<file path="src/rtl/relogio_pkg.sv">
// Shared types and constants for the factory time/production tracker.
package relogio_pkg;

  typedef enum logic [2:0] {
    DOMINGO = 3'd0,
    SEGUNDA = 3'd1,
    TERCA   = 3'd2,
    QUARTA  = 3'd3,
    QUINTA  = 3'd4,
    SEXTA   = 3'd5,
    SABADO  = 3'd6
  } dia_t;

  localparam int MIN_POR_HORA    = 60;
  localparam int HORAS_POR_DIA   = 24;
  localparam int DIAS_POR_SEMANA = 7;
  localparam logic [2:0] DIA_SEXTA = 3'(SEXTA);

  // Counter width that stays at least one bit for a modulo-1 counter.
  function automatic int largura(input int n);
    return (n > 1) ? $clog2(n) : 1;
  endfunction

endpackage

</file>
<file path="src/rtl/contador_mod.sv">
// Modulo-N counter with enable, range-checked synchronous load and carry out.
module contador_mod #(
  parameter int N = 2,
  parameter int W = (N > 1) ? $clog2(N) : 1
) (
  input  logic         i_clk,
  input  logic         i_rst_n,
  input  logic         i_en,
  input  logic         i_load,
  input  logic [W-1:0] i_load_val,
  output logic [W-1:0] o_q,
  output logic         o_carry
);

  localparam logic [W:0]   LIMITE = (W+1)'(N);
  localparam logic [W-1:0] TOPO   = W'(N - 1);

  logic [W-1:0] r_q;
  logic         w_load_ok;

  assign w_load_ok = ({1'b0, i_load_val} < LIMITE);
  // A load cycle never propagates a carry, so loading cannot ripple upward.
  assign o_carry   = i_en & ~i_load & (r_q == TOPO);
  assign o_q       = r_q;

  always_ff @(posedge i_clk or negedge i_rst_n) begin
    if (!i_rst_n) begin
      r_q <= '0;
    end else if (i_load) begin
      if (w_load_ok) r_q <= i_load_val;
    end else if (i_en) begin
      r_q <= (r_q == TOPO) ? '0 : r_q + W'(1);
    end
  end

endmodule

</file>
<file path="src/rtl/relogio_fabrica.sv">
// Minute/hour/weekday clock plus daily piece counter feeding the alarm flags.
module relogio_fabrica
  import relogio_pkg::*;
#(
  parameter int DIV_MIN       = 120,
  parameter int HORA_NOITE    = 18,
  parameter int META_PRODUCAO = 100,
  parameter int CW            = $clog2(META_PRODUCAO + 1)
) (
  input  logic          clk_2,
  input  logic          reset_n,
  input  logic          ajusta,
  input  logic [4:0]    hora_in,
  input  logic [5:0]    minuto_in,
  input  logic [2:0]    dia_in,
  input  logic          peca,
  output logic [4:0]    hora,
  output logic [5:0]    minuto,
  output logic [2:0]    dia,
  output logic [CW-1:0] contagem,
  output logic          noite,
  output logic          sexta,
  output logic          producao,
  output logic          virada_dia
);

  localparam int PW = largura(DIV_MIN);
  localparam logic [CW-1:0] META = CW'(META_PRODUCAO);

  logic [PW-1:0] w_unused_pre;
  logic          w_unused_carry_dia;
  logic          w_tick_min;
  logic          w_carry_min;
  logic          w_carry_hora;

  logic [CW-1:0] r_contagem;
  logic          r_virada;

  // Prescaler always reloads to zero on ajusta so the minute restarts cleanly.
  contador_mod #(.N(DIV_MIN), .W(PW)) u_pre (
    .i_clk(clk_2), .i_rst_n(reset_n), .i_en(1'b1), .i_load(ajusta),
    .i_load_val('0), .o_q(w_unused_pre), .o_carry(w_tick_min)
  );

  contador_mod #(.N(MIN_POR_HORA), .W(6)) u_min (
    .i_clk(clk_2), .i_rst_n(reset_n), .i_en(w_tick_min), .i_load(ajusta),
    .i_load_val(minuto_in), .o_q(minuto), .o_carry(w_carry_min)
  );

  contador_mod #(.N(HORAS_POR_DIA), .W(5)) u_hora (
    .i_clk(clk_2), .i_rst_n(reset_n), .i_en(w_carry_min), .i_load(ajusta),
    .i_load_val(hora_in), .o_q(hora), .o_carry(w_carry_hora)
  );

  contador_mod #(.N(DIAS_POR_SEMANA), .W(3)) u_dia (
    .i_clk(clk_2), .i_rst_n(reset_n), .i_en(w_carry_hora), .i_load(ajusta),
    .i_load_val(dia_in), .o_q(dia), .o_carry(w_unused_carry_dia)
  );

  // Hour carry is the midnight event; a piece on that edge counts for the new day.
  always_ff @(posedge clk_2 or negedge reset_n) begin
    if (!reset_n) begin
      r_contagem <= '0;
      r_virada   <= 1'b0;
    end else begin
      r_virada <= w_carry_hora;
      if (w_carry_hora) begin
        r_contagem <= peca ? CW'(1) : '0;
      end else if (peca && (r_contagem < META)) begin
        r_contagem <= r_contagem + CW'(1);
      end
    end
  end

  assign contagem   = r_contagem;
  assign virada_dia = r_virada;
  assign noite      = (hora >= 5'(HORA_NOITE));
  assign sexta      = (dia == DIA_SEXTA);
  assign producao   = (r_contagem >= META);

endmodule

</file>
<file path="config.mk">
export PLATFORM = sky130hd
export DESIGN_NAME = relogio_fabrica
export DESIGN_NICKNAME = d
export VERILOG_FILES = /design/src/rtl/relogio_pkg.sv /design/src/rtl/contador_mod.sv /design/src/rtl/relogio_fabrica.sv
export SDC_FILE = /design/constraint.sdc
export NUM_CORES = 1
export LEC_CHECK = 0
export BUFFER_PORTS_ARGS = -buffer_cell sky130_fd_sc_hd__buf_2
export CAP_MARGIN = 20
export CORE_MARGIN = 2
export CORE_UTILIZATION = 30
export CTS_BUF_LIST = sky130_fd_sc_hd__clkbuf_16
export CTS_CLUSTER_DIAMETER = 30
export DETAILED_ROUTE_END_ITERATION = 6
export SLEW_MARGIN = 20
export SYNTH_ARGS = -nofsm -noshare
export SYNTH_HDL_FRONTEND = slang
export SYNTH_SLANG_ARGS = --single-unit
</file>
<file path="constraint.sdc">
create_clock -name clk_2 -period 1.8 [get_ports clk_2]
set_input_delay 0.27 -clock clk_2 [delete_from_list [all_inputs] [get_ports clk_2]]
set_output_delay 0.27 -clock clk_2 [all_outputs]
set_load 0.05 [all_outputs]
</file>
[Word-level counts from Yosys, hierarchy flattened]
Index checks and enable logic that the tools add are counted.
Storage, ports and cells
  input bits: 18
  word-level logic and storage cells: 56
  output and inout port bits: 25
  register bits after elaboration: 29
Operators by class
  $lt $le $gt $ge: 6
  muxes and demuxes: 17
  add/sub/neg operators: 5
  equal/unequal tests: 8
  bitwise logic cells: 6
  reductions and logical operators: 8
Operators by type and width (count)
  $mux 7: 4
  $mux 6: 4
  $mux 5: 4
  $add 7x1->7 const B: 2
  $mux 3: 4
  $reduce_bool 2->1: 4
  $eq 7x7->1 const B: 1
  $ge 7x7->1 const B: 1
  $lt 7x7->1 const B: 1
  $add 6x1->6 const B: 1
  $eq 3x3->1 const B: 2
  $eq 6x6->1 const B: 1
  $lt 6x6->1 const B: 1
  $ne 2x1->1 const B: 3
  $reduce_and 2->1: 3
  $add 5x1->5 const B: 1
  $and 1x1->1: 5
  $eq 5x5->1 const B: 1
  $ge 5x5->1 const B: 1
  $lt 5x5->1 const B: 1
  $add 3x1->3 const B: 1
  $lt 3x3->1 const B: 1
  $logic_and 1x1->1: 1
  $mux 1: 1
  $not 1->1: 1

[Logic depth before layout (Yosys ltp)]
  word-level depth: 8
  mapped depth: 6
  gate-level depth less buffers: 5

[Hierarchy]
Synthesis repeated with hierarchy kept, for this count alone.
Unflattened totals
  cell total of the unflattened synthesis: 209
  area, all modules: 1916.8 um^2
Modules (own cells, without submodules)
  contador_mod at u_pre: cells an instance 52, sequential area each 175.2 um^2, area an instance 469.2 um^2, times used 1
  relogio_fabrica: cells an instance 51, sequential area each 200.2 um^2, area an instance 460.4 um^2, times used 1
  contador_mod at u_min: cells an instance 46, sequential area each 150.1 um^2, area an instance 421.7 um^2, times used 1
  contador_mod at u_hora: cells an instance 36, sequential area each 125.1 um^2, area an instance 357.8 um^2, times used 1
  contador_mod at u_dia: cells an instance 24, sequential area each 75.1 um^2, area an instance 207.7 um^2, times used 1

[Worst setup path before layout]
OpenSTA, ideal clock, no wires.
  path type: register to register
  start: register u_min.r_q[0] (netlist: u_min.o_q[0])
  end: register u_dia.r_q[0] (netlist: u_dia.o_q[0])
  required time: 1730 ps
  setup slack: -110 ps
  clock period less this slack: 1910 ps
  cell stages (with the launch flop): 6
  arrival: 1840 ps
  setup time: 70 ps
  path buffers: 0
  cells stage by stage: dfrtp_1 > ha_1 > and3b_1 > nand4_2 > a2111o_1 > nand3_1
Between the ends
  cells in the longest elaborated chain, start to end: 6
RTL lines
  from (decl): line contador_mod.sv:18  | logic [W-1:0] r_q;
  from (signal assigned): line contador_mod.sv:30  | if (w_load_ok) r_q <= i_load_val;
  from (signal assigned): line contador_mod.sv:32  | r_q <= (r_q == TOPO) ? '0 : r_q + W'(1);
  $eq 6x6->1: line contador_mod.sv:23  | assign o_carry = i_en & ~i_load & (r_q == TOPO);
  $and 1x1->1 (3 in series): line contador_mod.sv:23
  $reduce_bool 2->1 (no line)
  $reduce_and 2->1 (no line)
  to (signal assigned): line contador_mod.sv:30
  to (signal assigned): line contador_mod.sv:32
  to (decl): line contador_mod.sv:18
Every way passes these cells.
A chain may end at the register's enable or synchronous reset.

[Worst setup path after layout]
  start: register u_hora.r_q[1] (netlist: u_hora.o_q[1])
  end: output noite
Between the ends
  cells in the longest elaborated chain, start to end: 1
RTL lines
  from (decl): line contador_mod.sv:18
  from (signal assigned): line contador_mod.sv:30
  from (signal assigned): line contador_mod.sv:32
  $ge 5x5->1: line relogio_fabrica.sv:77  | assign noite = (hora >= 5'(HORA_NOITE));
  to (decl): line relogio_fabrica.sv:21  | output logic noite,
Every way passes these cells.

==> run_results.csv <==
group,metric,value,unit
floorplanning,initial_core_util,31.00,%
route,viasPerCell,5.272,
finish,nets,271,
clock_network,ctsRootBufferMaster,"clkbuf_16",
grt,grt_max_degree,30,
grt,grt_usage,13.90,%
place,port_buffers,42,
setup_path,cpPeakStageDelay,400,ps
route,antenna_left,0,
timing,hold_ws,21.06,ps
yosys,yosysSeqAreaShare,39.54,%
yosys,synth_area,1836,sq um
pwr,p_int,1.539,mW
clock_network,cts_max_level,2,
clock_network,cts_tree,"done",
setup_path,crit_chain,"buf_4, ha_1, o41a_1, buf_6",
hold_path,hp-class,"in2async",
timing,setup_ws,67.76,ps
yosys,synth-warning-count,0,
yosys,synth_seq_cells,29,
status,outcome,"completed",
yosys,synth_edf_count,0,
finish,seq_area,732.0,sq um
finish,final_layout_size_suffix_gt1_share,31.45,%
floorplanning,die_h,82.22,um
route,wirelength,4.350,mm
place,place_hpwl,3.201,mm
clock_network,postCtsHoldBufs,0,
clock_network,cts_sinks,29,
pwr,peakVddDrop,0.0006363,V
timing,max_freq,577.3,MHz
finish,finalCoreUtilization,39.75,%
yosys,syn_nets,217,
timing,maxSlewViolCount,0,
timing,skew,3.587,ps
clock_network,postCtsSetupRepairBufs,0,
yosys,avgSynthCellArea,9.510,sq um
clock_network,insertion_delay,270,ps
setup_path,arrival,1460,ps
timing,worst_pin_slew,657.4,ps
floorplanning,die_w,82.22,um
grt,grt_overflow,0,
yosys,synth-async-reset-ratio,100.0,%
route,drt-initial-drc-count,47,
route,vias,1703,
setup_path,critPathSlowestCell,"dfrtp_2",
yosys,ys_types,57,
timing,layout_min_cycle_time,1732,ps
yosys,netlist_instances,193,
job,drv_cap,0,
finish,syn_to_final_growth,28.22,%
timing,setup_viol,0,
place,dpl_worst_slack,-8.108,ps
setup_path,crit_type,"reg2out",
grt,grt_pass1_wl,7.279,mm
finish,n_fill_cell,594,
setup_path,crit_required,1530,ps
setup_path,critPathLaunchType,"flop",
pwr,power.switching,1.068,mW
pwr,clkPwrFrac,29.7,%
pwr,pwr-share-comb,34.9,%
setup_path,crit_buf_inv,2,
route,post_drt_wl_per_cell,13.47,um
floorplanning,core,5921,sq um
setup_path,critPathMaxFanout,5,
clock_network,clk_pin_slew_worst_paths,50,ps
finish,final_cell_mix,"41 x buf_2, 24 x nand2_1, 24 x dfrtp_1",
place,gp_congestion,0.7949,
grt,grt_pass1_vias,1553,
finish,antenna_cells,0,
finish,final_common_cell,"buf_2",
timing,fin_crit_sh,96.24,%
route,drt_pass1_iterations,4,
route,drc,0,
finish,multiInputGateArea,1057,sq um
floorplanning,dieArea,6760,sq um
pwr,sw_frac_of_total,40.95,%
pwr,seq_power_share,35.3,%
timing,grt_setup_unrepaired,"false",
timing,final-hold-violation-count,0,
floorplanning,ios,43,
setup_path,crit_path_end_kind,"primary output",
setup_path,r2r_slack,150,ps
timing,max-slew-margin-rel,56.18,%
clock_network,cts-resized-gates,0,
yosys,ys.flop_type,"dfrtp_1",
pwr,p_per_area,1108,nW/um^2
clock_network,numCtsBuffers,5,
timing,fin_tns_setup,0,ps
floorplanning,rows,28,
pwr,p_leak,1.097,nW
setup_path,crit_family,"flip-flops",
clock_network,clockBufferDepth,2,
grt,grt_antenna_before_repair,0,
==> cell type report <==
class	instances	area share, %
Clock buffer	5	5.316
Clock inverter	3	0.5316
Inverter	7	1.116
Multi-Input combinational cell	150	44.92
Sequential cell	29	31.10
Tap cell	75	3.987
Timing Repair Buffer	54	13.02
==> power groups by stage <==
stage,Clock [mW],Combinational (mW),Sequential [mW]
global route,0.824,0.987,0.942
finish,0.775,0.911,0.921
detailed placement,0,0.912,0.921
floorplan,0,0.303,1.26
global placement,0,0.904,0.919
CTS,0.794,0.914,0.912
==> routing by layer <==
layer / vias to the layer above / track usage, % / routed length (um)
met2: 39 / 21.53 / 2031
met4: 0 / 4.333 / 74
met5: - / 0 / 0
met3: 9 / 3.587 / 170
met1: 826 / 18.91 / 2073
li1: 829 / - / -
==> cell usage after synthesis, types with 2 or more instances <==
library cell,number,area (sq um)
o31a_1,2,17.52
nor2_1,9,33.78
inv_1,7,26.28
nand3_1,11,55.05
buf_2,4,20.02
dfrtp_1,29,725.7
ha_1,6,75.07
mux2i_1,2,20.02
nand4b_1,3,26.28
o31ai_1,2,15.01
clkbuf_1,2,7.510
xor2_1,3,26.28
a21oi_1,7,35.03
o21a_1,2,15.01
mux2_1,2,22.52
or3_1,2,12.51
nand4_2,2,25.02
xnor2_1,4,35.03
and4_1,2,17.52
nand3b_1,2,15.01
nor3_1,9,45.04
nand4_1,3,18.77
o311ai_1,2,17.52
nand2b_1,6,37.54
and3_1,6,37.54
o21ai_0,6,30.03
nand2_1,24,90.09
o211ai_1,5,37.54
==> per-stage QoR <==
step | cells | instance area [sq um] | power, mW
detailed placement | 315 | 2197 | 1.833
CTS | 323 | 2335 | 2.621
floorplan | 193 | 1842 | 1.566
finish | 323 | 2354 | 2.607
global placement | 315 | 2197 | 1.824
global route | 323 | 2354 | 2.753
==> worst reg2reg max path: cells and delay by family, from the launching register on <==
kind	cells	cell delay [ps]
fa+ha+maj	1	210
compound gates	2	490
simple gates	2	470
flops	1	360
==> final timing paths <==
check | start | cells past startpoint | to
max | u_hora.o_q[1]$_DFFE_PN0P_ | 4 | noite
min | reset_n | 1 | contagem[0]$_DFFE_PN0P_
max reg2reg | u_pre.o_q[0]$_DFF_PN0_ | 5 | u_hora.o_q[3]$_DFFE_PN0P_
min reg2reg | u_pre.o_q[0]$_DFF_PN0_ | 1 | u_pre.o_q[0]$_DFF_PN0_
max in group asynchronous | reset_n | 1 | u_min.o_q[1]$_DFFE_PN0P_
min in group clk_2 | minuto_in[4] | 3 | u_min.o_q[4]$_DFFE_PN0P_
==> state kept, by name, indices dropped and copies added, names as in the netlist <==
register    count
virada_dia      1
u_dia.o_q       3
u_hora.o_q      5
contagem        7
u_min.o_q       6
u_pre.o_q       7
==> kinds of logic after synthesis <==
group / share of synthesized area [%]
adder cells (fa/ha/maj): 4.090
buffers and inverters: 3.545
AO/OA/AOI/OAI: 16.77
AND/OR/NAND/NOR: 29.79
flip-flops: 39.54
multiplexers: 2.931
XOR/XNOR: 3.340
(Power assumes the default switching activity.)
